**src/rtl/freq_meter_gen_if.sv**
```systemverilog
// Bundles the frequency meter's control inputs and published result.
// Latency: none, wires only.
// Backpressure: none; valid is a strobe that the consumer must capture.
interface freq_meter_gen_if #(
   parameter int DATA_W = 8,
   parameter int CNT_W  = 32
);
   logic [DATA_W-1:0] wave_in;
   logic              start;
   logic              stop;
   logic              cont;
   logic [1:0]        gate_sel;
   logic [CNT_W-1:0]  freq_data;
   logic [1:0]        freq_sel;
   logic              valid;
   logic              overflow;
   logic              busy;

   // Stimulus and readout side.
   modport master (
      output wave_in, start, stop, cont, gate_sel,
      input  freq_data, freq_sel, valid, overflow, busy
   );

   // Meter side.
   modport slave (
      input  wave_in, start, stop, cont, gate_sel,
      output freq_data, freq_sel, valid, overflow, busy
   );
endinterface

```
**src/rtl/freq_meter_gen.sv**
```systemverilog
// Gated frequency meter: squares wave_in with a hysteresis comparator and counts rising crossings per gate window.
// Latency: a wave_in crossing is counted 2 clk later; the result is published on the edge that ends the window.
// Backpressure: none; valid is a one-cycle strobe, and freq_data holds until the next publish.
module freq_meter_gen #(
   parameter int DATA_W      = 8,
   parameter int CNT_W       = 32,
   parameter int GATE_CYCLES = 10000,
   parameter int MID         = 128,
   parameter int HYST        = 16
) (
   input logic             clk,
   input logic             rst,
   freq_meter_gen_if.slave bus
);
   localparam int GW = $clog2(GATE_CYCLES + 1);
   localparam logic [DATA_W-1:0] TH_HI   = DATA_W'(MID + HYST);
   localparam logic [DATA_W-1:0] TH_LO   = DATA_W'(MID - HYST);
   localparam logic [CNT_W-1:0]  CNT_MAX = {CNT_W{1'b1}};
   localparam logic [0:0] S_IDLE = 1'b0;
   localparam logic [0:0] S_GATE = 1'b1;

   // The terminal value of gate_cnt (G-1) is stored so that the end-of-window test is a plain compare.
   function automatic logic [GW-1:0] gate_last(input logic [1:0] sel);
      int g;
      case (sel)
         2'd0:    g = GATE_CYCLES;
         2'd1:    g = GATE_CYCLES / 10;
         2'd2:    g = GATE_CYCLES / 100;
         default: g = GATE_CYCLES / 1000;
      endcase
      return GW'(g - 1);
   endfunction

   logic [DATA_W-1:0] s_q;
   logic              h_q, h_d;
   logic              rise;
   logic [0:0]        state_q, state_d;
   logic [GW-1:0]     gate_cnt_q, gate_cnt_d;
   logic [GW-1:0]     glast_q, glast_d;
   logic [1:0]        sel_q, sel_d;
   logic [CNT_W-1:0]  edge_cnt_q, edge_cnt_d;
   logic              sat_q, sat_d;
   logic [CNT_W-1:0]  freq_data_q, freq_data_d;
   logic [1:0]        freq_sel_q, freq_sel_d;
   logic              valid_q, valid_d;
   logic              overflow_q, overflow_d;
   logic [CNT_W-1:0]  cnt_next;
   logic              sat_next;

   // Schmitt decision on the registered sample. Inside the band the previous decision is held.
   always_comb begin
      h_d = h_q;
      if (s_q >= TH_HI) begin
         h_d = 1'b1;
      end else if (s_q <= TH_LO) begin
         h_d = 1'b0;
      end
      rise     = h_d & ~h_q;
      cnt_next = (rise && edge_cnt_q != CNT_MAX) ? edge_cnt_q + 1'b1 : edge_cnt_q;
      sat_next = sat_q | (rise && edge_cnt_q == CNT_MAX);
   end

   // Input stage. It runs in every state, so h is never stale when a window opens.
   always_ff @(posedge clk or posedge rst) begin
      if (rst) begin
         s_q <= '0;
         h_q <= 1'b0;
      end else begin
         s_q <= bus.wave_in;
         h_q <= h_d;
      end
   end

   // Window control. stop wins over everything; the last gate cycle publishes and either restarts or idles.
   always_comb begin
      state_d     = state_q;
      gate_cnt_d  = gate_cnt_q;
      glast_d     = glast_q;
      sel_d       = sel_q;
      edge_cnt_d  = edge_cnt_q;
      sat_d       = sat_q;
      freq_data_d = freq_data_q;
      freq_sel_d  = freq_sel_q;
      overflow_d  = overflow_q;
      valid_d     = 1'b0;
      case (state_q)
         S_IDLE: begin
            if (bus.start && !bus.stop) begin
               state_d    = S_GATE;
               gate_cnt_d = '0;
               edge_cnt_d = '0;
               sat_d      = 1'b0;
               glast_d    = gate_last(bus.gate_sel);
               sel_d      = bus.gate_sel;
            end
         end
         default: begin
            if (bus.stop) begin
               state_d    = S_IDLE;
               gate_cnt_d = '0;
               edge_cnt_d = '0;
               sat_d      = 1'b0;
            end else if (gate_cnt_q == glast_q) begin
               freq_data_d = cnt_next;
               overflow_d  = sat_next;
               freq_sel_d  = sel_q;
               valid_d     = 1'b1;
               gate_cnt_d  = '0;
               edge_cnt_d  = '0;
               sat_d       = 1'b0;
               if (bus.cont) begin
                  glast_d = gate_last(bus.gate_sel);
                  sel_d   = bus.gate_sel;
               end else begin
                  state_d = S_IDLE;
               end
            end else begin
               gate_cnt_d = gate_cnt_q + 1'b1;
               edge_cnt_d = cnt_next;
               sat_d      = sat_next;
            end
         end
      endcase
   end

   // State and result registers. An asynchronous reset drops any partial window.
   always_ff @(posedge clk or posedge rst) begin
      if (rst) begin
         state_q     <= S_IDLE;
         gate_cnt_q  <= '0;
         glast_q     <= '0;
         sel_q       <= '0;
         edge_cnt_q  <= '0;
         sat_q       <= 1'b0;
         freq_data_q <= '0;
         freq_sel_q  <= '0;
         valid_q     <= 1'b0;
         overflow_q  <= 1'b0;
      end else begin
         state_q     <= state_d;
         gate_cnt_q  <= gate_cnt_d;
         glast_q     <= glast_d;
         sel_q       <= sel_d;
         edge_cnt_q  <= edge_cnt_d;
         sat_q       <= sat_d;
         freq_data_q <= freq_data_d;
         freq_sel_q  <= freq_sel_d;
         valid_q     <= valid_d;
         overflow_q  <= overflow_d;
      end
   end

   assign bus.freq_data = freq_data_q;
   assign bus.freq_sel  = freq_sel_q;
   assign bus.valid     = valid_q;
   assign bus.overflow  = overflow_q;
   assign bus.busy      = (state_q == S_GATE);
endmodule

```
**src/flat_wrapper.sv**
```systemverilog
// flat-port wrapper written by rule: the top's interface ports become plain ports
module freq_meter_gen_flat 
#(
   parameter int DATA_W      = 8,
   parameter int CNT_W       = 32,
   parameter int GATE_CYCLES = 10000,
   parameter int MID         = 128,
   parameter int HYST        = 16
)
  (clk, rst, bus_wave_in, bus_start, bus_stop, bus_cont, bus_gate_sel, bus_freq_data, bus_freq_sel, bus_valid, bus_overflow, bus_busy);
  freq_meter_gen_if #(.DATA_W(DATA_W), .CNT_W(CNT_W)) bus_i ();
  input logic clk;
  input logic rst;
  input wire logic [$bits(bus_i.wave_in)-1:0] bus_wave_in;
  input wire logic [$bits(bus_i.start)-1:0] bus_start;
  input wire logic [$bits(bus_i.stop)-1:0] bus_stop;
  input wire logic [$bits(bus_i.cont)-1:0] bus_cont;
  input wire logic [$bits(bus_i.gate_sel)-1:0] bus_gate_sel;
  output wire logic [$bits(bus_i.freq_data)-1:0] bus_freq_data;
  output wire logic [$bits(bus_i.freq_sel)-1:0] bus_freq_sel;
  output wire logic [$bits(bus_i.valid)-1:0] bus_valid;
  output wire logic [$bits(bus_i.overflow)-1:0] bus_overflow;
  output wire logic [$bits(bus_i.busy)-1:0] bus_busy;
  assign bus_i.wave_in = bus_wave_in;
  assign bus_i.start = bus_start;
  assign bus_i.stop = bus_stop;
  assign bus_i.cont = bus_cont;
  assign bus_i.gate_sel = bus_gate_sel;
  assign bus_freq_data = bus_i.freq_data;
  assign bus_freq_sel = bus_i.freq_sel;
  assign bus_valid = bus_i.valid;
  assign bus_overflow = bus_i.overflow;
  assign bus_busy = bus_i.busy;
  freq_meter_gen #(.DATA_W(DATA_W), .CNT_W(CNT_W), .GATE_CYCLES(GATE_CYCLES), .MID(MID), .HYST(HYST)) u_core (.clk(clk), .rst(rst), .bus(bus_i));
endmodule
```
**config.mk**
```make
export PLATFORM = sky130hd
export DESIGN_NAME = freq_meter_gen_flat
export DESIGN_NICKNAME = d
export VERILOG_FILES = /design/src/rtl/freq_meter_gen_if.sv /design/src/rtl/freq_meter_gen.sv /design/src/flat_wrapper.sv
export SDC_FILE = /design/constraint.sdc
export NUM_CORES = 1
export LEC_CHECK = 0
export CAP_MARGIN = 0
export CORE_MARGIN = 2
export CORE_UTILIZATION = 52
export DETAILED_ROUTE_END_ITERATION = 12
export GPL_TIMING_DRIVEN = 0
export PLACE_DENSITY_LB_ADDON = 0.3
export REMOVE_ABC_BUFFERS = 1
export SLEW_MARGIN = 20
export SYNTH_ARGS = -nofsm -noshare
export SYNTH_HDL_FRONTEND = slang
export SYNTH_SLANG_ARGS = --single-unit
```
**constraint.sdc**
```tcl
create_clock -name clk -period 2.9 [get_ports clk]
set_clock_uncertainty 0.1 [all_clocks]
set_input_delay 0.29 -clock clk [delete_from_list [all_inputs] [get_ports clk]]
set_output_delay 0.29 -clock clk [all_outputs]
set_load 0.01 [all_outputs]
```
==> flow_summary.yaml <==
grt:
  grt_max_degree: 65
  antenna_found_initial: 0
  grt_overflow: 0
  track_usage: 0.220
  grt_pass1_vias: 4153
  grt_pass1_wl_mm: 20.2
worst_setup_path:
  r2r-start: "u_core.gate_cnt_q[8]$_DFFE_PP0P_"
  startpoint: "u_core.gate_cnt_q[8]$_DFFE_PP0P_"
  path_depth: 5
  crit_chain: "o21ba_2 -> a2111o_1 -> or4_4 -> nor2_4 -> a21oi_2"
  cp_num_buf_inv: 0
  crit_arrival_ns: 2.94
  reg2reg_to: "u_core.bus.freq_data[26]$_DFFE_PP0P_"
  slowest_delay_ns: 0.69
  r2r_cells: 5
  reg2reg_slack_ns: 0.09
  slowest_stage: "or4_4"
  worstPathRequired_ns: 3.03
  critical-path-top-delay-family: "simple AND/OR/NAND/NOR gates"
  criticalPathCategory: "register to register"
  startpoint_type: "register"
  cp_max_fo: 17
  cp-end-kind: "register"
  endpoint: "u_core.bus.freq_data[26]$_DFFE_PP0P_"
drt:
  vias_per_cell: 5.87
  routed_wirelength_mm: 12.1
  met3_length_um: 574
  final_antenna_net_count: 0
  m1WireLength_mm: 5.25
  drt_iter0_markers: 210
  wl_met2_mm: 6.02
  wire_per_inst_um: 16.5
  num_vias: 4310
  drt_first_pass_iters: 5
  routed.top_layer: "met4"
  drcViolationCount: 0
floorplanning:
  die-area_sq_um: 11400
  die_y_um: 107
  coreArea_sq_um: 10300
  start_util: 0.533
  die_w_um: 107
  row_count: 37
  pin_count: 52
power_and_ir_drop:
  leakagePower_nw: 2.56
  fin_total_pwr_w: 0.00285
  peakVddDrop_uv: 358
  power_density_nw_per_um2: 451
timing:
  layout_setup_ws_ns: 0.0938
  fin_crit_sh: 0.968
  fmax_ghz: 0.356
  finalMaxSlewViolations: 0
  slew-limit-headroom: 0.420
  period_minus_slack_ns: 2.81
  worst_pin_slew_ns: 0.870
  final_hold_viol_count: 0
  setup_tns_ns: 0
  setup_violations: 0
logic_synthesis:
  synth_seq_cells: 105
  synth-edff-count: 0
  yosysTopAreaCell: "dfrtp_1"
  synthesis.instances: 548
  synth_seq_area_share: 0.480
  ys.warnings.count: 0
  synthArstFlopShare: 1.00
  yosys-top-cells-area: "dfrtp_1, a21oi_2, nor2_1"
  synth_most_common_cell: "dfrtp_1"
  syn_avg_cell_area_sq_um: 9.99
  ys_types: 52
  syn-cell-area_sq_um: 5470
  netlist.area_leader.share: 0.480
  synth_commonest_cells: "dfrtp_1, nor2_1, nand2_1, o21ai_0, a21oi_2"
  synth_ff_type: "dfrtp_1"
cts:
  htree_levels: 3
  cts-root-buf: "clkbuf_8"
  clk_latency_ns: 0.37
  cts_buffer_depth: 2
  cts_buffers: 9
  cts_hold_buf: 0
  clk_pin_slew_ns: 0.10
  cts_tree: "yes"
  cts_sinks: 105
placement:
  dp_slack_ns: -0.316
  place_inst: 713
  numPortBuffers: 51
  hpwl_mm: 7.60
  placed_area_sq_um: 6060
  place_congestion: 0.855
final_layout:
  drive_above_1_share: 0.137
  num-fill-cells: 872
  nets: 614
  ff_latch_area_sq_um: 2630
  antennaDiodeCount: 0
  final_cell_area_sq_um: 6330
  multi_input_area_sq_um: 2660
  stdcell_count: 734
  areaGrowthSynthToFinish_pct: 15.6
status:
  status: "finished, final reports clean"
job:
  cap_violations: 0
min_path:
  hold_path_class: "primary input to asynchronous set/reset pin"
## sequential cells by signal, indices dropped and copies added (netlist names)
| signal | count |
|---|---|
| u_core.s_q | 8 |
| u_core.gate_cnt_q | 14 |
| u_core.bus.freq_data | 32 |
| u_core.bus.busy | 1 |
| u_core.bus.freq_sel | 2 |
| u_core.sel_q | 2 |
| u_core.h_q | 1 |
| u_core.bus.valid | 1 |
| u_core.sat_q | 1 |
| u_core.glast_q | 10 |
| u_core.bus.overflow | 1 |
| u_core.edge_cnt_q | 32 |
## worst register-to-register path: cells and delay by family (launching register included)
family	cells	cell delay [ns]
AOI/OAI and AO/OA	3	0.77
DFF	1	0.47
and+or+nand+nor	2	1.33
## layer usage
| layer | up-vias | track usage |
|---|---|---|
| met5 | - | 0 |
| met3 | 23 | 0.0322 |
| met2 | 141 | 0.367 |
| met4 | 0 | 0.0928 |
| li1 | 2037 | - |
| met1 | 2109 | 0.287 |
## placed cells by master (no fill, tap or decap), drive strengths merged, types with 5 or more instances in the layout
cell and count:
clkbuf 12, and4 9, nand4 17, ha 6
inv 16, xnor2 24, nor4 5, nand2 46
mux2 8, o31ai 7, and3 15, nand3 24
nor2b 7, buf 7, a21oi 48, xor2 19
dfrtp 105, or3 10, clkdlybuf4s50 51, o21ai 43
nor3 8, a31oi 16, nor2 62
## where the power goes
part / internal (W) / switching, W
sequential: 0.00153 / 0.0000485
combinational: 0.000159 / 0.000190
clock: 0.000426 / 0.000499
## worst min path at each step
stage / depth (start not counted) / slack [ns] / endpoint
after detailed placement: 1 / 0.38 / u_core.glast_q[0]$_DFFE_PP0P_
after global placement: 1 / 0.37 / u_core.glast_q[0]$_DFFE_PP0P_
final: 2 / 0.19 / u_core.bus.freq_data[16]$_DFFE_PP0P_
after global routing: 2 / 0.24 / u_core.bus.freq_data[1]$_DFFE_PP0P_
after floorplan: 0 / 0.22 / u_core.s_q[0]$_DFF_PP0_
after CTS: 2 / 0.21 / u_core.bus.freq_data[1]$_DFFE_PP0P_
## kinds of logic (layout without fill, tap and decap cells)
kind of cell,count (synthesis),after routing,synth area share
AO/OA/AOI/OAI,130,130,0.164
multiplexers,12,12,0.0238
flip-flops,105,105,0.480
buffers and inverters,42,89,0.0473
XOR/XNOR,43,43,0.0688
adder cells (fa/ha/maj),6,6,0.0137
AND/OR/NAND/NOR,210,213,0.203
## layout make-up
type,instances,share of cell area
Multi-Input combinational cell,404,0.421
Sequential cell,105,0.415
Timing Repair Buffer,58,0.0965
Tap cell,136,0.0269
Clock buffer,12,0.0229
Inverter,15,0.00969
Clock inverter,4,0.00810
## what timing repair did
item / CTS / global route
resized for setup: 2 / 3
cloned: 2 / 1
pin swaps: 2 / 3
setup buffers: 0 / 2
endpoints found under the setup margin: 42 / 33
## per-stage QoR
stage	hold WS, ns	utilization
after floorplan	0.221	-
after global placement	0.375	0.579
after detailed placement	0.381	0.590
after CTS	0.208	0.612
after global routing	0.235	0.616
final	0.191	0.616
(Power assumes the default switching activity.)
